File: src/rtl/fifo_mux_pkg.sv
// ============================================================================
// Module  : fifo_mux_pkg
// Purpose : Shared constants, FSM encodings and clog2 helper for fifo_mux_n
// Revision: 1.0
// ============================================================================
`default_nettype none

package fifo_mux_pkg;

   localparam int DEF_CHANNELS    = 4;
   localparam int DEF_WIDTH       = 32;
   localparam int DEF_COUNT_WIDTH = 8;

   localparam logic [0:0] ST_IDLE  = 1'b0;
   localparam logic [0:0] ST_ROUTE = 1'b1;

   // Ceiling log2. Callers require value >= 2, so the result is at least 1.
   function automatic int clog2(input int value);
      int res;
      res = 0;
      while ((1 << res) < value) begin
         res = res + 1;
      end
      return res;
   endfunction

endpackage

`default_nettype wire

File: src/rtl/fifo_mux_pipe_reg.sv
// ============================================================================
// Module  : pipe_reg
// Purpose : Single-entry valid/ready register; load and drain may share a cycle
// Revision: 1.0
// ============================================================================
`default_nettype none

module pipe_reg #(
   parameter int WIDTH = 8
) (
   input  logic             clk,
   input  logic             rst_ni,
   input  logic [WIDTH-1:0] in_data_i,
   input  logic             in_valid_i,
   output logic             in_ready_o,
   output logic [WIDTH-1:0] out_data_o,
   output logic             out_valid_o,
   input  logic             out_ready_i
);

   logic [WIDTH-1:0] data_q;
   logic             valid_q;
   logic             load;

   assign in_ready_o  = !valid_q || out_ready_i;
   assign load        = in_valid_i && in_ready_o;
   assign out_data_o  = data_q;
   assign out_valid_o = valid_q;

   always_ff @(posedge clk or negedge rst_ni) begin
      if (!rst_ni) begin
         data_q  <= '0;
         valid_q <= 1'b0;
      end else if (load) begin
         data_q  <= in_data_i;
         valid_q <= 1'b1;
      end else if (out_ready_i) begin
         valid_q <= 1'b0;
      end
   end

endmodule

`default_nettype wire

File: src/rtl/fifo_mux_n.sv
// ============================================================================
// Module  : fifo_mux_n
// Purpose : N-channel burst stream multiplexer driven by a select/count stream
// Revision: 1.0
// ============================================================================
`default_nettype none

module fifo_mux_n
   import fifo_mux_pkg::*;
#(
   parameter int  CHANNELS    = DEF_CHANNELS,
   parameter int  WIDTH       = DEF_WIDTH,
   parameter int  COUNT_WIDTH = DEF_COUNT_WIDTH,
   localparam int SEL_WIDTH   = clog2(CHANNELS)
) (
   input  logic                      clk,
   input  logic                      rst,
   input  logic [CHANNELS*WIDTH-1:0] in_data,
   input  logic [CHANNELS-1:0]       in_valid,
   output logic [CHANNELS-1:0]       in_ready,
   input  logic [SEL_WIDTH-1:0]      select,
   input  logic [COUNT_WIDTH-1:0]    select_count,
   input  logic                      select_valid,
   output logic                      select_ready,
   output logic                      sel_error,
   output logic [WIDTH-1:0]          result,
   output logic [SEL_WIDTH-1:0]      result_channel,
   output logic                      result_last,
   output logic                      result_valid,
   input  logic                      result_ready,
   output logic                      busy
);

   localparam int PAYLOAD_W = SEL_WIDTH + 1 + WIDTH;

   logic [0:0]             state_q, state_d;
   logic [SEL_WIDTH-1:0]   ch_q, ch_d;
   logic [COUNT_WIDTH-1:0] remaining_q, remaining_d;
   logic                   sel_error_q, sel_error_d;

   logic                   sel_legal;
   logic                   sel_hs;
   logic                   in_hs;
   logic                   out_free;
   logic [WIDTH-1:0]       ch_data [CHANNELS];
   logic [PAYLOAD_W-1:0]   load_payload;
   logic [PAYLOAD_W-1:0]   out_payload;

   for (genvar i = 0; i < CHANNELS; i++) begin : g_unpack
      assign ch_data[i] = in_data[i*WIDTH +: WIDTH];
   end

   // A power-of-two channel count makes every select encoding legal.
   if ((1 << SEL_WIDTH) == CHANNELS) begin : g_sel_full
      assign sel_legal = 1'b1;
   end else begin : g_sel_range
      assign sel_legal = int'(select) < CHANNELS;
   end

   assign select_ready = (state_q == ST_IDLE) && rst;
   assign busy         = (state_q == ST_ROUTE);
   assign sel_error    = sel_error_q;
   assign sel_hs       = select_valid && select_ready;
   assign in_hs        = (state_q == ST_ROUTE) && in_valid[ch_q] && out_free;

   always_comb begin
      in_ready = '0;
      if (state_q == ST_ROUTE) begin
         in_ready[ch_q] = out_free;
      end
   end

   always_comb begin
      state_d     = state_q;
      ch_d        = ch_q;
      remaining_d = remaining_q;
      sel_error_d = 1'b0;
      case (state_q)
         ST_IDLE: begin
            if (sel_hs) begin
               if (sel_legal) begin
                  ch_d        = select;
                  remaining_d = select_count;
                  state_d     = ST_ROUTE;
               end else begin
                  sel_error_d = 1'b1;
               end
            end
         end
         default: begin
            if (in_hs) begin
               if (remaining_q == '0) begin
                  state_d = ST_IDLE;
               end else begin
                  remaining_d = remaining_q - COUNT_WIDTH'(1);
               end
            end
         end
      endcase
   end

   always_ff @(posedge clk or negedge rst) begin
      if (!rst) begin
         state_q     <= ST_IDLE;
         ch_q        <= '0;
         remaining_q <= '0;
         sel_error_q <= 1'b0;
      end else begin
         state_q     <= state_d;
         ch_q        <= ch_d;
         remaining_q <= remaining_d;
         sel_error_q <= sel_error_d;
      end
   end

   assign load_payload = {ch_q, (remaining_q == '0), ch_data[ch_q]};

   pipe_reg #(
      .WIDTH (PAYLOAD_W)
   ) u_out_reg (
      .clk         (clk),
      .rst_ni      (rst),
      .in_data_i   (load_payload),
      .in_valid_i  (in_hs),
      .in_ready_o  (out_free),
      .out_data_o  (out_payload),
      .out_valid_o (result_valid),
      .out_ready_i (result_ready)
   );

   assign result         = out_payload[WIDTH-1:0];
   assign result_last    = out_payload[WIDTH];
   assign result_channel = out_payload[PAYLOAD_W-1 -: SEL_WIDTH];

endmodule

`default_nettype wire

File: config.mk
export PLATFORM = sky130hd
export DESIGN_NAME = fifo_mux_n
export DESIGN_NICKNAME = d
export VERILOG_FILES = /design/src/rtl/fifo_mux_pkg.sv /design/src/rtl/fifo_mux_pipe_reg.sv /design/src/rtl/fifo_mux_n.sv
export SDC_FILE = /design/constraint.sdc
export NUM_CORES = 1
export LEC_CHECK = 0
export CAP_MARGIN = 20
export CORE_MARGIN = 2
export CORE_UTILIZATION = 40
export DETAILED_ROUTE_END_ITERATION = 8
export GPL_TIMING_DRIVEN = 0
export PLACE_DENSITY = 0.95
export SLEW_MARGIN = 20
export SYNTH_ARGS = -nofsm -noshare
export SYNTH_HDL_FRONTEND = slang
export SYNTH_SLANG_ARGS = --single-unit
File: constraint.sdc
create_clock -name clk -period 5.55 [get_ports clk]
set_clock_uncertainty 0.15 [all_clocks]
set_input_delay 1.665 -clock clk [delete_from_list [all_inputs] [get_ports clk]]
set_output_delay 1.665 -clock clk [all_outputs]
set_load 0.02 [all_outputs]
After elaboration in Yosys (flattened, before gate mapping)

Index checks and enable logic that the tools add are counted.

Register bits: 47
Bits of input ports: 146
Word-level logic and storage cells: 45

Add/subtract/negate cells: 1
Magnitude comparators: 3
Eq/ne operators: 2
Muxes and demuxes: 18
Bitwise gates (word level): 3
Reductions and logical operators: 13

Operators by type and width:

| kind                  | count |
|---|---|
| $bmux W32 S2          | 1 |
| $mux W32              | 2 |
| $mux W8               | 4 |
| $logic_not A8 Y1      | 1 |
| $mux W1               | 8 |
| $sub A8 B1 Y8 const B | 1 |
| $logic_and A1 B1 Y1   | 6 |
| $and A4 B4 Y4         | 1 |
| $mux W4               | 1 |
| $reduce_bool A2 Y1    | 2 |
| $ge A3 B3 Y1 const B  | 1 |
| $lt A2 B3 Y1 const B  | 1 |
| $not A2 Y3            | 1 |
| $reduce_and A3 Y1     | 1 |
| $bmux W1 S2           | 1 |
| $demux W1 S2          | 1 |
| $ge A2 B1 Y1 const B  | 1 |
| $ne A2 B1 Y1 const B  | 1 |
| $ne A2 B2 Y1 const B  | 1 |
| $reduce_and A2 Y1     | 1 |
| $logic_not A1 Y1      | 1 |
| $logic_or A1 B1 Y1    | 1 |
| $not A1 Y1            | 1 |

Logic depth before layout (Yosys ltp)

Gate-level depths: netlist of run 1.

Depth in word-level cells: 6
Gate-level depth with buffers: 7

Cells and area by module

From an unflattened synthesis of run 1, not the netlist that was laid out.

Cells, all modules: 203
Area total of the unflattened synthesis: 3017.9 um^2

Modules (own cells, without submodules):

| module     | times used | cells an instance | area each (um^2) |
|---|---|---|---|
| fifo_mux_n | 1          | 126               | 1545.2 |
| pipe_reg   | 1          | 77                | 1472.7 |

Worst setup path before layout of run 1

No wires, ideal clock.

Path type: in2out
Start: input port result_ready
End: output port in_ready[0]
Data arrival time: 2.542 ns
Setup slack: 1.193 ns
Stages on the path: 3
Path through: nand2b_1 and2_1 nor3b_1

Longest elaborated chain between the ends: 3

RTL lines:

| what                    | RTL line                | source |
|---|---|---|
| start: declaration      | fifo_mux_n.sv:30        | `input logic result_ready,` |
| $logic_or A1 B1 Y1      | fifo_mux_pipe_reg.sv:25 | `assign in_ready_o = !valid_q \|\| out_ready_i;` |
| $and A4 B4 Y4 (no line) | --                      |  |
| $mux W4                 | fifo_mux_n.sv:68        | `if (state_q == ST_ROUTE) begin` |
| end: declaration        | fifo_mux_n.sv:20        | `output logic [CHANNELS-1:0] in_ready,` |

No other way between the ends.

Worst setup path after layout of run 1

Ends and elaborated chain as after synthesis.

==> results of run 1 <==
==> where the power goes <==
part / leakage [nW] / internal (mW) / total (mW) / switching [mW]
sequential: 0.549 / 0.509 / 0.613 / 0.105
combinational: 1.43 / 0.794 / 1.45 / 0.661
clock: 0.0474 / 0.102 / 0.224 / 0.122
==> area by class of cell <==
type | instances | area share, %
Clock buffer | 6 | 1.63
Clock inverter | 2 | 0.321
Timing Repair Buffer | 188 | 37.3
Multi-Input combinational cell | 147 | 32.9
Sequential cell | 47 | 23.2
Tap cell | 99 | 2.45
Buffer | 17 | 1.88
Inverter | 4 | 0.297
==> synthesized netlist by cell type (2+ instances only) <==
library cell / count / area, um2
nand3_1: 6 / 30.0
a22oi_1: 2 / 15.0
a31oi_1: 3 / 18.8
nor3b_1: 2 / 15.0
ha_1: 2 / 25.0
mux2i_1: 5 / 50.1
and3_1: 3 / 18.8
dfrtp_1: 47 / 1180
o21ai_1: 3 / 15.0
mux4_2: 33 / 743
inv_1: 4 / 15.0
buf_1: 3 / 11.3
nor2_1: 8 / 30.0
a41oi_1: 2 / 17.5
buf_2: 4 / 20.0
clkbuf_1: 6 / 22.5
mux2_4: 16 / 240
nor2b_1: 2 / 12.5
nand2_1: 20 / 75.1
and2_1: 2 / 12.5
o311a_1: 2 / 20.0
mux2_1: 18 / 203
buf_6: 3 / 33.8
a21oi_1: 3 / 15.0
==> registers in the layout (all words and copies together), names as in the netlist <==
register / flops
remaining_q: 8
ch_q: 2
u_out_reg.out_valid_o: 1
busy: 1
u_out_reg.out_data_o: 35
==> cell usage in the layout, fill, tap and decap left out, types with 2 or more instances in the layout <==
cell type        synthesis  final
mux4_2                  33     33
clkdlybuf4s50_1          0    186
clkbuf_8                 0      6
nor2_1                   8      8
and3_1                   3      3
o311a_1                  2      2
clkbuf_1                 6      6
a31oi_1                  3      3
buf_2                    4      5
dfrtp_1                 47     47
o21ai_1                  3      3
and2_1                   2      2
a41oi_1                  2      2
mux2i_1                  5      5
buf_1                    3      3
nor3b_1                  2      2
ha_1                     2      2
buf_6                    3      3
mux2_1                  18     18
nand2_1                 20     20
a22oi_1                  2      2
mux2_4                  16     16
nor2b_1                  2      2
inv_1                    4      4
a21oi_1                  3      3
nand3_1                  6      6
==> critical path, stage by stage <==
cell and delay, ns:
clkdlybuf4s50_1 0.47, nand2b_1 0.18, and2_1 0.24, nor3b_1 0.20
clkdlybuf4s50_1 0.64
==> through the flow <==
step,area (um2),power [mW]
6_report,5060,2.29
2_1_floorplan,2950,1.49
3_5_place_dp,4960,2.07
4_1_cts,5060,2.31
3_3_place_gp,4950,2.02
5_1_grt,5060,2.42
==> per-layer routing <==
metal / GRT usage, % / wire [um] / vias up
met5: 0 / 0 / -
li1: - / - / 1218
met2: 45.5 / 5200 / 150
met4: 8.33 / 330 / 0
met1: 29.1 / 3730 / 1337
met3: 7.88 / 795 / 27
==> worst paths after layout <==
| check | end | slack (ns) | cells past startpoint |
|---|---|---|---|
| setup / recovery | in_ready[0] | 0.34 | 5 |
| hold / removal | u_out_reg.out_data_o[34]$_DFFE_PN0P_ | 0.34 | 2 |
| setup reg to reg | u_out_reg.out_data_o[9]$_DFFE_PN0P_ | 3.27 | 4 |
| hold reg to reg | u_out_reg.out_data_o[34]$_DFFE_PN0P_ | 0.34 | 2 |
| max in group asynchronous | u_out_reg.out_data_o[14]$_DFFE_PN0P_ | 3.53 | 2 |
| min in group asynchronous | remaining_q[3]$_DFFE_PN0P_ | 1.18 | 1 |
==> logic make-up (layout without fill, tap and decap cells) <==
group           Yosys count  count (layout)  synth area share [%]
simple gates             51              51                  8.43
buf+inv                  21             217                  3.73
flops                    47              47                  39.8
compound gates           21              21                  5.21
mux                      72              72                  41.8
other cells               1               1                 0.127
fa+ha+maj                 2               2                 0.847
==> run summary, run 1 <==
Clock Latency Late Sink - 0.30 ns
Largest net degree at the start of global routing - 28
Final Cycle Share - 93.9%
Hold-fix buffers, CTS - 0
CTS tree - done
Final Wtd Congestion - 0.903
Post_cts resized - 0
First-pass GRT wire length - 16300 um
Total GRT Usage - 25.5%
Min-delay src - u_out_reg.out_data_o[34]$_DFFE_PN0P_
Synth Flop Type - dfrtp_1
Startpoint types - input pin
Number of global-route vias before repair - 3047
Avg Inst Size Synth - 13.7 um2
RSZ-0062 raised after global routing - false
Leakage power - 2.02 nW
Crit path launch - result_ready
RR Startpoint - ch_q[0]$_DFFE_PN0P_
Clock period minus worst slack - 5.21 ns
Layout cells sized above 1 - 16.5%
Clock tree buffer depth - 2
EDFF count, synth - 0
Critical Setup Path Class - input pin to primary output
Synth warnings - 0
Clock sink count - 47
Syn_nets - 363
# H-tree levels - 2
Routed len/inst - 19.7 um
WHS - 0.340 ns
Starting density of the core - 40.9%
Yosys reg bits - 47
Max Cap Viol - 0
Highest Clock Rate - 192 MHz
Via-to-Cell Ratio - 5.36
Vias - 2732
Pre-CTS setup slack - 0.338 ns
Final hold vios - 0
# port buffers - 187
Hold Crit Class - flop to flop
Antenna violations before repair - 0
Post-synth ARST share - 100%
Post-synthesis sequential area ratio - 39.8%
Placed cell count - 502
Fin util - 70.2%
Post-Route WL - 10100 um
Total grt overflow - 0
Die area - 0.00809 mm2
Worst setup EP type - primary output
Reg area - 0.00118 mm2
Peak VDD IR - 0.274 mV
Worst-margin pin slew - 0.634 ns
Worst-path clk slew - 0.08 ns
Fin cells - 510
Die span in y - 89.9 um
Final setup TNS - 0 ns
Crit path DAT - 3.40 ns
Synthesized instance count - 215
# fillers - 499
CTS buffer count - 5
Area of the multi-input gates - 0.00167 mm2
Pwr dens - 452 mW/mm2
Die Span X - 89.9 um
# IOs - 189
HPWL after DPL - 8120 um
Mapped cell area - 0.00295 mm2
Initial DRT Pass Iterations - 4
Synth-to-Final Area Change - 71.4%
Slew HR - 57.7%
CTS root buf - clkbuf_8
Crit path setup slack, layout - 0.338 ns
# nets final - 558
Site Rows - 31
DRT antenna net count - 0
Setup bufs post-CTS - 0
Status - finished clean
Antenna diodes - 0
Critical path required time - 3.73 ns
Distinct cells, synth - 40
CP Max Fanout - 5
Drt initial violations - 135
# DRC - 0
Setup violations, final - 0
Max Slew Vio Count - 0
Core area - 0.00721 mm2
No activity file was read; power rests on OpenSTA's default activity.
==> run 2: changes to the inputs <==
--- a/config.mk
+++ b/config.mk
@@ -6,11 +6,11 @@
 export NUM_CORES = 1
 export LEC_CHECK = 0
 export CAP_MARGIN = 20
-export CORE_MARGIN = 2
-export CORE_UTILIZATION = 40
+export CORE_MARGIN = 3
+export CORE_UTILIZATION = 37
 export DETAILED_ROUTE_END_ITERATION = 8
 export GPL_TIMING_DRIVEN = 0
-export PLACE_DENSITY = 0.95
+export PLACE_DENSITY = 0.91
 export SLEW_MARGIN = 20
 export SYNTH_ARGS = -nofsm -noshare
 export SYNTH_HDL_FRONTEND = slang
==> constraint.sdc (replaced) <==
create_clock -name clk -period 5.31 [get_ports clk]
set_clock_uncertainty 0.15 [all_clocks]
set_input_delay 1.593 -clock clk [delete_from_list [all_inputs] [get_ports clk]]
set_output_delay 1.593 -clock clk [all_outputs]
set_load 0.02 [all_outputs]
==> run 2 against run 1 <==
  * Setup slack worse by 0.074 ns
  * Combinational power is 3% higher
  * Register-to-register slack worse by 0.19 ns
  * First-iteration DRC count is 24% lower
  * Critical path type unchanged
==> run summary, run 2 (synthesis results as in run 1) <==
Vias - 2699 (was 2732)
Final setup TNS - 0 ns (unchanged)
CTS root buf - clkbuf_8 (unchanged)
Pwr dens - 471 mW/mm2 (was 452 mW/mm2)
CTS buffer count - 5 (unchanged)
Clock sink count - 47 (unchanged)
Die span in y - 95.4 um (was 89.9 um)
Final hold vios - 0 (unchanged)
Antenna violations before repair - 0 (unchanged)
Sw Ratio - 37.2% (was 38.7%)
Finished Cell Area - 0.00507 mm2 (was 0.00506 mm2)
Post_cts resized - 0 (unchanged)
Antenna diodes - 0 (unchanged)
Crit path DAT - 3.30 ns (was 3.40 ns)
Initial DRT Pass Iterations - 4 (unchanged)
CTS tree - done (unchanged)
Startpoint types - input pin (unchanged)
Slew HR - 61.0% (was 57.7%)
Placed cell count - 502 (unchanged)
Status - finished clean (unchanged)
Clock share of power - 10.7% (was 9.8%)
Clock tree buffer depth - 2 (unchanged)
First-pass GRT wire length - 14800 um (was 16300 um)
RSZ-0062 raised after global routing - false (unchanged)
Core area - 0.00749 mm2 (was 0.00721 mm2)
Most frequent cells in the layout - clkdlybuf4s50_1 (186), dfrtp_1 (47), mux4_2 (33), nand2_1 (20), mux2_1 (18) (unchanged)
Total GRT Usage - 21.1% (was 25.5%)
Die Span X - 95.4 um (was 89.9 um)
Peak VDD IR - 0.196 mV (was 0.274 mV)
Final Wtd Congestion - 0.922 (was 0.903)
Comb power frac - 62.6% (was 63.5%)
Total grt overflow - 0 (unchanged)
# port buffers - 187 (unchanged)
Starting density of the core - 39.5% (was 40.9%)
Int Power - 1.50 mW (was 1.40 mW)
Die area - 0.00909 mm2 (was 0.00809 mm2)
Critical path required time - 3.57 ns (was 3.73 ns)
Fin util - 67.7% (was 70.2%)
Leakage power - 2.03 nW (was 2.02 nW)
Critical Setup Path Class - input pin to primary output (unchanged)
DRT antenna net count - 0 (unchanged)
Commonest non-fill, non-tap cell in the layout - clkdlybuf4s50_1 (unchanged)
Layout cells sized above 1 - 16.1% (was 16.5%)
Dpl cell area - 0.00496 mm2 (unchanged)
Setup violations, final - 0 (unchanged)
Max reg flops - 35 (unchanged)
Via-to-Cell Ratio - 5.30 (was 5.36)
WHS - 0.341 ns (was 0.340 ns)
# IOs - 189 (unchanged)
CP Max Fanout - 5 (unchanged)
# DRC - 0 (unchanged)
Max Slew Vio Count - 0 (unchanged)
Hold Crit Class - flop to flop (unchanged)
Worst setup EP type - primary output (unchanged)
Worst-margin pin slew - 0.585 ns (was 0.634 ns)
Synth-to-Final Area Change - 71.5% (was 71.4%)
# H-tree levels - 2 (unchanged)
Reg power frac - 26.7% (was 26.8%)
Max Cap Viol - 0 (unchanged)
Drt initial violations - 102 (was 135)
Number of global-route vias before repair - 2908 (was 3047)
# nets final - 558 (unchanged)
Clock Latency Late Sink - 0.29 ns (was 0.30 ns)
Site Rows - 31 (unchanged)
Final Cycle Share - 95.0%
Post-Route WL - 9590 um (was 10100 um)
Setup bufs post-CTS - 0 (unchanged)
HPWL after DPL - 7930 um (was 8120 um)
Routed len/inst - 18.8 um (was 19.7 um)
Worst-path clk slew - 0.09 ns (was 0.08 ns)
Fin cells - 509 (was 510)
Highest Clock Rate - 198 MHz
Clock period minus worst slack - 5.05 ns
Largest net degree at the start of global routing - 27 (was 28)
Net Switching - 888 uW (was 887 uW)
Hold-fix buffers, CTS - 0 (unchanged)
## run 2: changes by cell type in the layout (fill, tap and decap cells not counted)
cell / before / now
clkinvlp_4: 1 / 0
clkinv_4: 1 / 0
bufinv_16: 0 / 1
clkbuf_1: 6 / 7
clkbuf_8: 6 / 5
## run 2: final cells by class
type                    instances  area [um2]
plain buffers                  17        95.1
flip-flops and latches         47        1180
well taps                      99         124
repair buffers                188        1890
multi-input cells             147        1670
clock inverters                 1        30.0
inverters                       4        15.0
clock buffers                   6        72.6
fillers                       554        2420
## run 2: power by group through the flow
stage	registers, mW	logic [mW]	clock network (mW)
after floorplan	0.801	0.756	0
after global placement	0.632	1.48	0
after detailed placement	0.646	1.50	0
after CTS	0.638	1.51	0.259
after global routing	0.663	1.60	0.272
final	0.638	1.49	0.255
## run 2: final timing paths
| path | from | cells after the start | slack [ns] | to |
|---|---|---|---|---|
| worst max-delay path | result_ready | 5 | 0.26 | in_ready[0] |
| worst min-delay path | u_out_reg.out_data_o[1]$_DFFE_PN0P_ | 1 | 0.34 | u_out_reg.out_data_o[1]$_DFFE_PN0P_ |
| worst max register to register | ch_q[0]$_DFFE_PN0P_ | 4 | 3.08 | u_out_reg.out_data_o[11]$_DFFE_PN0P_ |
| worst min register to register | u_out_reg.out_data_o[1]$_DFFE_PN0P_ | 1 | 0.34 | u_out_reg.out_data_o[1]$_DFFE_PN0P_ |
| max in group asynchronous | rst | 2 | 3.34 | u_out_reg.out_data_o[11]$_DFFE_PN0P_ |
| min in group asynchronous | rst | 1 | 1.13 | remaining_q[4]$_DFFE_PN0P_ |
## run 2: layer usage
layer	up-vias	track usage, %	wire length (um)
li1	1217	-	-
met1	1315	23.7	3310
met2	151	39.4	5100
met3	16	6.39	1030
met4	0	3.97	146
met5	-	0	0
## run 2: critical path, cell delays in order
cell	delay [ns]
clkdlybuf4s50_1	0.45
nand2b_1	0.18
and2_1	0.23
nor3b_1	0.20
clkdlybuf4s50_1	0.65
## run 2: stage by stage
| step | setup WS [ns] | power, mW |
|---|---|---|
| 6_report | 0.264 | 2.39 |
| 5_1_grt | 0.0560 | 2.53 |
| 4_1_cts | 0.247 | 2.41 |
| 3_5_place_dp | 0.265 | 2.15 |
| 3_3_place_gp | -0.974 | 2.11 |
| 2_1_floorplan | 1.10 | 1.56 |
==> run 3: changes to the inputs <==
--- a/config.mk
+++ b/config.mk
@@ -5,7 +5,6 @@
 export SDC_FILE = /design/constraint.sdc
 export NUM_CORES = 1
 export LEC_CHECK = 0
-export CAP_MARGIN = 20
 export CORE_MARGIN = 3
 export CORE_UTILIZATION = 37
 export DETAILED_ROUTE_END_ITERATION = 8
==> results of run 3 <==
Final layout, timing and power as in run 2 (identical DEF).
